--- src/rtl/project.sv ---
// Cartesian (X,Y,Z) to cylindrical (R,theta,Z) converter.
// Iterative CORDIC in vectoring mode: one capture edge, eight micro-rotation
// edges, one result edge, 9 clocks of latency per sample.
// Optional feature macro: PROJECT_GAIN_COMP_EN -- when defined, R is scaled
// by 155/256 to remove the CORDIC gain; otherwise R is the raw CORDIC x.
module project (
  input  logic       clk,
  input  logic       rst_n,
  input  logic       ena,
  input  logic [7:0] ui_in,
  input  logic [7:0] uio_in,
  input  logic [7:0] z_in,
  output logic [7:0] uo_out,
  output logic [7:0] uio_out,
  output logic [7:0] uio_oe,
  output logic [7:0] z_out
);

  typedef enum logic [1:0] {S_IDLE, S_RUN, S_DONE} state_t;

  state_t              r_state, w_next;
  logic                w_load, w_step, w_fin;
  logic signed [11:0]  r_x, r_y;
  logic [15:0]         r_z;
  logic [2:0]          r_cnt;
  logic [3:0]          r_sh;
  logic [7:0]          r_zin;
  logic                r_zero;

  // Rounded arithmetic right shift; rounding keeps the eight truncation
  // errors from piling up in one direction.
  function automatic logic signed [11:0] f_rsh(input logic signed [11:0] v,
                                               input logic [2:0] i);
    logic signed [12:0] t;
    logic signed [12:0] s;
    t = {v[11], v};
    if (i != 3'd0) t = t + (13'sd1 <<< (i - 3'd1));
    s = t >>> i;
    return s[11:0];
  endfunction

  // State register
  always_ff @(posedge clk or negedge rst_n) begin
    if (!rst_n) r_state <= S_IDLE;
    else        r_state <= w_next;
  end

  // Next-state logic: a conversion always runs to completion once accepted
  always_comb begin
    w_next = r_state;
    case (r_state)
      S_IDLE:  if (ena) w_next = S_RUN;
      S_RUN:   if (r_cnt == 3'd7) w_next = S_DONE;
      S_DONE:  w_next = S_IDLE;
      default: w_next = S_IDLE;
    endcase
  end

  // FSM outputs: capture, iterate, publish
  always_comb begin
    w_load = (r_state == S_IDLE) && ena;
    w_step = (r_state == S_RUN);
    w_fin  = (r_state == S_DONE);
  end

  // Pre-rotation into the right half-plane plus input normalisation.
  // Small vectors are shifted up so the 12-bit datapath keeps angular
  // resolution; the shift is undone when R is formed.
  logic signed [11:0] w_xs, w_ys, w_px, w_py;
  logic [15:0]        w_z0;
  logic [7:0]         w_ax, w_ay, w_m;
  logic [3:0]         w_sh;

  // Quadrant fold and shift selection for the capture edge
  always_comb begin
    w_xs = $signed({{4{ui_in[7]}}, ui_in});
    w_ys = $signed({{4{uio_in[7]}}, uio_in});
    w_px = w_xs;
    w_py = w_ys;
    w_z0 = 16'h0000;
    if (w_xs[11]) begin
      if (!w_ys[11]) begin
        w_px = w_ys;  w_py = -w_xs; w_z0 = 16'h4000;   // rotate -90, preset +90
      end else begin
        w_px = -w_ys; w_py = w_xs;  w_z0 = 16'hC000;   // rotate +90, preset -90
      end
    end
    w_ax = ui_in[7]  ? (~ui_in  + 8'd1) : ui_in;
    w_ay = uio_in[7] ? (~uio_in + 8'd1) : uio_in;
    w_m  = (w_ax > w_ay) ? w_ax : w_ay;
    // keep max(|X|,|Y|) << sh <= 512 so x never exceeds ~1200
    casez (w_m)
      8'b1???????, 8'b01??????: w_sh = 4'd2;
      8'b001?????:              w_sh = 4'd3;
      8'b0001????:              w_sh = 4'd4;
      8'b00001???:              w_sh = 4'd5;
      8'b000001??:              w_sh = 4'd6;
      8'b0000001?:              w_sh = 4'd7;
      default:                  w_sh = 4'd8;
    endcase
  end

  // atan(2^-i) in units of 65536 per turn
  logic [15:0] w_atan;
  always_comb begin
    case (r_cnt)
      3'd0:    w_atan = 16'd8192;
      3'd1:    w_atan = 16'd4836;
      3'd2:    w_atan = 16'd2555;
      3'd3:    w_atan = 16'd1297;
      3'd4:    w_atan = 16'd651;
      3'd5:    w_atan = 16'd326;
      3'd6:    w_atan = 16'd163;
      default: w_atan = 16'd81;
    endcase
  end

  logic signed [11:0] w_xsh, w_ysh;
  assign w_xsh = f_rsh(r_x, r_cnt);
  assign w_ysh = f_rsh(r_y, r_cnt);

  // Iteration datapath: capture on E0, one micro-rotation per RUN edge
  always_ff @(posedge clk or negedge rst_n) begin
    if (!rst_n) begin
      r_x <= '0; r_y <= '0; r_z <= '0; r_cnt <= '0;
      r_sh <= '0; r_zin <= '0; r_zero <= 1'b0;
    end else if (w_load) begin
      r_x    <= w_px <<< w_sh;
      r_y    <= w_py <<< w_sh;
      r_z    <= w_z0;
      r_cnt  <= 3'd0;
      r_sh   <= w_sh;
      r_zin  <= z_in;
      r_zero <= (ui_in == 8'd0) && (uio_in == 8'd0);
    end else if (w_step) begin
      if (!r_y[11]) begin
        r_x <= r_x + w_ysh; r_y <= r_y - w_xsh; r_z <= r_z + w_atan;
      end else begin
        r_x <= r_x - w_ysh; r_y <= r_y + w_xsh; r_z <= r_z - w_atan;
      end
      r_cnt <= r_cnt + 3'd1;
    end
  end

  // Magnitude: undo the normalisation shift, optionally remove CORDIC gain
  logic [20:0] w_rq;
  logic [7:0]  w_r;
  logic [15:0] w_zr;
  always_comb begin
`ifdef PROJECT_GAIN_COMP_EN
    w_rq = (21'(r_x[10:0]) * 21'd155 + (21'd1 << (r_sh + 4'd7)))
           >> ({1'b0, r_sh} + 5'd8);
`else
    w_rq = (21'(r_x[10:0]) + (21'd1 << (r_sh - 4'd1))) >> r_sh;
`endif
    w_r  = (|w_rq[20:8]) ? 8'hFF : w_rq[7:0];
    w_zr = r_z + 16'd128;
  end

  // Result registers: all three outputs change together on the DONE edge
  always_ff @(posedge clk or negedge rst_n) begin
    if (!rst_n) begin
      uo_out <= '0; uio_out <= '0; z_out <= '0;
    end else if (w_fin) begin
      uo_out  <= w_r;
      uio_out <= r_zero ? 8'd0 : w_zr[15:8];
      z_out   <= r_zin;
    end
  end

  // uio pins drive theta from the first edge after reset
  always_ff @(posedge clk or negedge rst_n) begin
    if (!rst_n) uio_oe <= 8'h00;
    else        uio_oe <= 8'hFF;
  end

endmodule

--- config.mk ---
export PLATFORM = sky130hd
export DESIGN_NAME = project
export DESIGN_NICKNAME = d
export VERILOG_FILES = /design/src/rtl/project.sv
export SDC_FILE = /design/constraint.sdc
export NUM_CORES = 1
export LEC_CHECK = 0
export BUFFER_PORTS_ARGS = -buffer_cell sky130_fd_sc_hd__buf_4
export CAP_MARGIN = 20
export CORE_ASPECT_RATIO = 2
export CORE_MARGIN = 2
export CORE_UTILIZATION = 40
export CTS_BUF_LIST = sky130_fd_sc_hd__clkbuf_8
export DETAILED_ROUTE_END_ITERATION = 10
export PLACE_DENSITY = 0.54
export SLEW_MARGIN = 40
export SYNTH_ARGS = -nofsm -noshare
export SYNTH_HDL_FRONTEND = slang
export SYNTH_SLANG_ARGS = --single-unit
export TNS_END_PERCENT = 10
--- constraint.sdc ---
create_clock -name clk -period 15.68 [get_ports clk]
set_input_delay 0.784 -clock clk [delete_from_list [all_inputs] [get_ports clk]]
set_output_delay 0.784 -clock clk [all_outputs]
set_load 0.05 [all_outputs]
==> results of run 1 <==
sequential cells by signal, indices dropped and copies added (netlist names):
signal / cells
r_z: 16
r_x: 12
r_y: 12
r_zin: 8
uio_out: 8
uo_out: 8
z_out: 8
r_sh: 4
r_cnt: 3
r_state: 2
r_zero: 1
uio_oe: 1
cell type report:
cell class | instances | area share, %
Clock inverter | 7 | 0.6104
Multi-Input combinational cell | 1304 | 71.07
Sequential cell | 83 | 16.62
Clock buffer | 9 | 0.9906
Timing Repair Buffer | 76 | 4.593
Tap cell | 360 | 3.602
Inverter | 83 | 2.491
Antenna cell | 1 | 0.02001
cells by family after synthesis:
| family | synth area share, % |
|---|---|
| mux | 6.402 |
| fa+ha+maj | 10.11 |
| compound gates | 27.17 |
| buf+inv | 6.520 |
| xor+xnor | 7.633 |
| flops | 17.77 |
| other cells | 0.03209 |
| simple gates | 24.37 |
stage by stage:
stage	hold slack (ns)	setup slack (ns)	instances
global placement	0.4485	7.006	1906
global route	0.2495	6.710	1923
floorplan	0.4386	8.396	1576
detailed placement	0.4604	6.819	1906
CTS	0.2374	6.735	1922
finish	0.2413	7.371	1923
how the worst max path moves through the flow:
stage                        start  endpoint  slack [ns]  cells past startpoint
after floorplan           r_cnt[0]   r_x[11]        8.40                     31
after global placement    r_cnt[1]   r_x[11]        7.01                     30
after detailed placement  r_cnt[1]   r_x[11]        6.82                     30
after CTS                 r_cnt[1]   r_x[11]        6.74                     30
after global routing      r_cnt[1]   r_x[11]        6.71                     30
final                     r_cnt[1]   r_x[11]        7.37                     30
routing by layer:
layer / share of wire, % / up-vias
li1: - / 5719
met1: 35 / 5707
met2: 53 / 362
met3: 2.9 / 141
met4: 8.6 / 0
met5: 0 / -
cell usage in the layout, fill, tap and decap left out, types with 8 or more instances in the layout:
| master | n |
|---|---|
| nand2_1 | 189 |
| nor2_1 | 144 |
| o21ai_0 | 89 |
| a21oi_1 | 88 |
| ha_1 | 88 |
| dfrtp_1 | 82 |
| inv_1 | 79 |
| buf_4 | 75 |
| xnor2_1 | 69 |
| nor3_1 | 50 |
| nand3_1 | 40 |
| mux2i_1 | 39 |
| xor2_1 | 31 |
| a31oi_1 | 28 |
| a211oi_1 | 27 |
| nor2b_1 | 23 |
| and3_1 | 19 |
| a21o_1 | 19 |
| nand2b_1 | 18 |
| o211ai_1 | 18 |
| o31ai_1 | 18 |
| and2_1 | 15 |
| mux2_2 | 14 |
| nand4_1 | 14 |
| nor4_1 | 13 |
| a221oi_1 | 12 |
| o22ai_1 | 11 |
| o21bai_1 | 11 |
| o21a_1 | 11 |
| o221ai_1 | 10 |
| or3_1 | 10 |
| clkbuf_8 | 9 |
| or2_2 | 8 |
| mux4_2 | 8 |
| a311oi_1 | 8 |
==> impl_metrics.ini, run 1 <==
[status]
status = complete, no violations

[sta]
rsz0062_at_grt = false
tns_ns = 0
hold_viol = 0
max_slew.worst_pin.slew_ns = 0.9251
slew_viol_final = 0
timing.fmax_ghz = 0.1204
fin_skew_ns = 0.01351
final-setup-viol-count = 0
max_slew_margin_pct = 38.33
fin_crit_sh_pct = 52.99
period_minus_slack_ns = 8.309

[setup_path]
worstSetupEndpointType = flop
reg2reg_depth = 30
cp_max_fo = 42
crit_required_ns = 15.98
crit_top_cell = ha_1
rr_endpoint = r_x[11]
crit_family = compound AO/OA/AOI/OAI gates
rr_startpoint = r_cnt[1]
cp_num_buf_inv = 3
max_stage_delay_ns = 0.68
worst-endpoint-arrival_ns = 8.61
reg2reg_slack_ns = 7.37
critPathLaunchType = flop
crit_type = flop to flop
crit_slowest_cell = ha_1

[clock_network]
path_clk_slew_ns = 0.12
cts_resized = 0
cts_buffers = 9
clkLatencyLatePin_ns = 0.42
postCtsHoldBufs = 0
cts_setup_buffers = 0
cts_tree = yes
cts_root_buf = clkbuf_8
cts.sinks = 83
clock_path_buffers = 2
h-tree-depth = 3

[grt]
grt.total_usage_pct = 27.19
grt-ovfl-total = 0
grt_max_degree = 68
busiest_layer = met2
use_met3_pct = 2.350
grt_pass1_vias = 11860
grt_pass1_wl_um = 65910
antenna_found_initial = 1
grtUsageMet2_pct = 51.41
use_met1_pct = 26.79

[floorplan]
ios = 59
die_area_um2 = 30690
start_util_pct = 40.51
die_w_um = 124.9
rows = 88
coreArea_um2 = 28850
die_h_um = 245.7

[drt]
drt_iter0_drc = 688
wl_per_cell_um = 22.19
ant_nets = 0
vias = 11930
drt-total-wl_um = 42670
drcViolationCount = 0
drt-vias-per-instance = 6.203
drt_first_pass_iters = 6

[finish]
multi_input_area_um2 = 8887
final_util_pct = 43.35
final.fill_count = 3049
regArea_um2 = 2078
stdcell_area_um2 = 12500
fin_nets = 1676
area_growth_pct = 6.991
layout-drive-gt1-share_pct = 10.50

[logic_synthesis]
yosysTopAreaCellShare_pct = 17.77
synth_largest_area_cell = dfrtp_1
synthCells = 1576
yosys_warnings = 0
ys_seq_area_share_pct = 17.77
synthTopCellsByCount = nand2_1 (189), nor2_1 (146), o21ai_0 (89)
synth-async-reset-ratio_pct = 100.0
synth_ff_type = dfrtp_1
avgSynthCellArea_um2 = 7.416
netlist_area_um2 = 11690
syn-num-nets = 1695
synth_edf_count = 0
synth_area_leaders = dfrtp_1 (18%), ha_1 (9.4%), nand2_1 (6.1%), xnor2_1 (5.2%), nor2_1 (4.7%)
synth_cell_types = 102
yosysMostFrequentCell = nand2_1
ys_ff_latch = 83

[job]
cap_violations = 0

[placed_design]
io_buffer_count = 58
hpwlAfterDp_um = 33120
gp_congestion = 1.008
postPlaceCellArea_um2 = 12290

[hold_path]
hold_path.class = input pin to async pin
Power of run 1 is left out: the tool's default activity adds up to more than one toggle a clock period on the data nets, which glitch-free logic cannot reach.
==> run 2: changes to the inputs <==
--- a/config.mk
+++ b/config.mk
@@ -5,6 +5,7 @@
 export SDC_FILE = /design/constraint.sdc
 export NUM_CORES = 1
 export LEC_CHECK = 0
+export ABC_AREA = 1
 export BUFFER_PORTS_ARGS = -buffer_cell sky130_fd_sc_hd__buf_4
 export CAP_MARGIN = 20
 export CORE_ASPECT_RATIO = 2
==> constraint.sdc (replaced) <==
create_clock -name clk -period 7.8 [get_ports clk]
set_input_delay 0.39 -clock clk [delete_from_list [all_inputs] [get_ports clk]]
set_output_delay 0.39 -clock clk [all_outputs]
set_load 0.05 [all_outputs]
==> run 2 against run 1 <==
Net effect:
- global-route usage increased by 0.71 points
- routed wire length decreased by 7.8%
- worst hold slack got worse by 0.041 ns
- maximum frequency increased by 28%
- core utilization increased by 0.44 points
- final cell count increased by 13%
- synthesized cell count increased by 14%
- sequential cell count unchanged
- setup slack got worse by 6.1 ns
- area after synthesis decreased by 6.3%
- clock skew increased by 0.0018 ns
- via count decreased by 1.1%
- critical path type unchanged
==> impl_metrics.ini, run 2 <==
[sta]
rsz0062_at_grt = false
timing.fmax_ghz = 0.1543
slew_viol_final = 0
max_slew.worst_pin.slew_ns = 0.7878
period_minus_slack_ns = 6.481
fin_crit_sh_pct = 83.08
hold_viol = 0
fin_skew_ns = 0.01530
tns_ns = 0
final-setup-viol-count = 0
max_slew_margin_pct = 46.92

[job]
cap_violations = 0

[logic_synthesis]
synth_cell_types = 58
synth_edf_count = 0
avgSynthCellArea_um2 = 6.088
ys_seq_area_share_pct = 18.96
yosysTopAreaCellShare_pct = 18.96
synthTopCellsByCount = nand2_1 (448), inv_1 (228), nand3_1 (223)
synth_largest_area_cell = dfrtp_1
ys_ff_latch = 83
synthCells = 1799
synth-async-reset-ratio_pct = 100.0
netlist_area_um2 = 10950
synth_area_leaders = dfrtp_1 (19%), nand2_1 (15%), nand3_1 (10%), ha_1 (10%), inv_1 (7.8%)
yosys_warnings = 0
syn-num-nets = 1918
synth_ff_type = dfrtp_1
yosysMostFrequentCell = nand2_1

[setup_path]
max_stage_delay_ns = 0.41
worst-endpoint-arrival_ns = 6.77
critPathLaunchType = flop
rr_endpoint = r_x[10]
reg2reg_slack_ns = 1.32
crit_required_ns = 8.09
crit_slowest_cell = ha_1
cp_max_fo = 36
reg2reg_depth = 36
crit_family = simple AND/OR/NAND/NOR gates
crit_type = flop to flop
rr_startpoint = r_cnt[0]
cp_num_buf_inv = 7
worstSetupEndpointType = flop

[placed_design]
hpwlAfterDp_um = 32110
gp_congestion = 0.9680
io_buffer_count = 58
dp.cells = 2151

[floorplan]
coreArea_um2 = 26910
die_area_um2 = 28800
die_h_um = 238.0
rows = 85
ios = 59
die_w_um = 121.0
start_util_pct = 40.71

[grt]
grt.total_usage_pct = 27.90
grt-ovfl-total = 0
grt_pass1_vias = 11650
grt_pass1_wl_um = 62200
antenna_found_initial = 1
grt_max_degree = 52

[clock_network]
path_clk_slew_ns = 0.10
cts_tree = yes
cts_root_buf = clkbuf_8
clkLatencyLatePin_ns = 0.40
clock_path_buffers = 2
cts_setup_buffers = 0
h-tree-depth = 3
cts_buffers = 9
cts.sinks = 83

[hold_path]
hold_path.class = input pin to flop
whs_endpoint = r_zin[5]
whs_path_depth = 3
hp-start = z_in[5]

[drt]
vias = 11800
drt-total-wl_um = 39320
drcViolationCount = 0
drt_iter0_drc = 673
wl_per_cell_um = 18.13
ant_nets = 0
drt-vias-per-instance = 5.438
drt_first_pass_iters = 6

[finish]
final_util_pct = 43.79
fin_nets = 1934
area_growth_pct = 7.574
reg.largest.list = r_z: 16 flops, r_x: 12 flops, r_y: 12 flops
stdcell_count = 2169
layout-drive-gt1-share_pct = 8.626
regMostFlops = r_z
largest_reg_flops = 16
layout_commonest_cell = nand2_1
final_cell_mix = nand2_1 (448), inv_1 (227), nand3_1 (223)

[status]
status = complete, no violations
run 2: how the worst max path moves through the flow:
stage / from / slack (ns) / to / depth (start not counted)
after CTS: r_cnt[0] / 1.35 / r_x[10] / 36
after global placement: r_cnt[0] / 1.52 / r_x[9] / 37
after detailed placement: r_cnt[0] / 1.37 / r_x[10] / 36
after global routing: r_cnt[0] / 0.57 / r_x[10] / 37
final: r_cnt[0] / 1.32 / r_x[10] / 36
after floorplan: r_cnt[1] / 2.09 / r_y[10] / 46
run 2: repair_timing:
item,4_1_cts,5_1_grt
endpoints found under the hold margin,32,0
gates resized for setup,0,0
hold buffers,1,0
run 2: metrics by stage:
step                      setup slack [ns]  instance area [um2]  hold slack [ns]
after CTS                            1.351                11780           0.1778
final                                1.319                11780           0.2007
after global routing                0.5745                11780           0.2153
after global placement               1.515                11570           0.3857
after detailed placement             1.370                11570           0.3901
after floorplan                      2.091                10950          0.09441
run 2: cell type report:
class	count	area, um2
Timing Repair Buffer	74	558.0
Antenna cell	1	2.502
Multi-Input combinational cell	1408	7611
Clock inverter	7	77.57
Clock buffer	9	123.9
Sequential cell	83	2077
Tap cell	348	435.4
Fill cell	3023	15120
Inverter	239	897.1
run 2: kinds of logic after synthesis:
group,after synthesis,synth area share (%)
AO/OA/AOI/OAI,333,16.96
XOR/XNOR,53,4.307
adder cells (fa/ha/maj),92,10.78
buffers and inverters,308,11.57
flip-flops,83,18.96
multiplexers,2,0.1828
other,1,0.03424
AND/OR/NAND/NOR,927,37.19
run 2: metal layers:
metal  vias to the layer above  global-route usage, %  part of all wire (%)
met1                      5433                  26.92                    35
met3                       124                  2.557                   2.5
li1                       5964                      -                     -
met4                         0                  20.33                   8.3
met5                         -                      0                     0
met2                       275                  53.39                    54
run 2: worst register-to-register path, delay by kind of cell, from the launching register on:
family / cells / cell delay (ns)
simple gates: 16 / 2.09
buf+inv: 7 / 0.84
fa+ha+maj: 5 / 1.62
xor+xnor: 1 / 0.12
compound gates: 7 / 1.36
flops: 1 / 0.33
Power of run 2 is left out for the same reason.
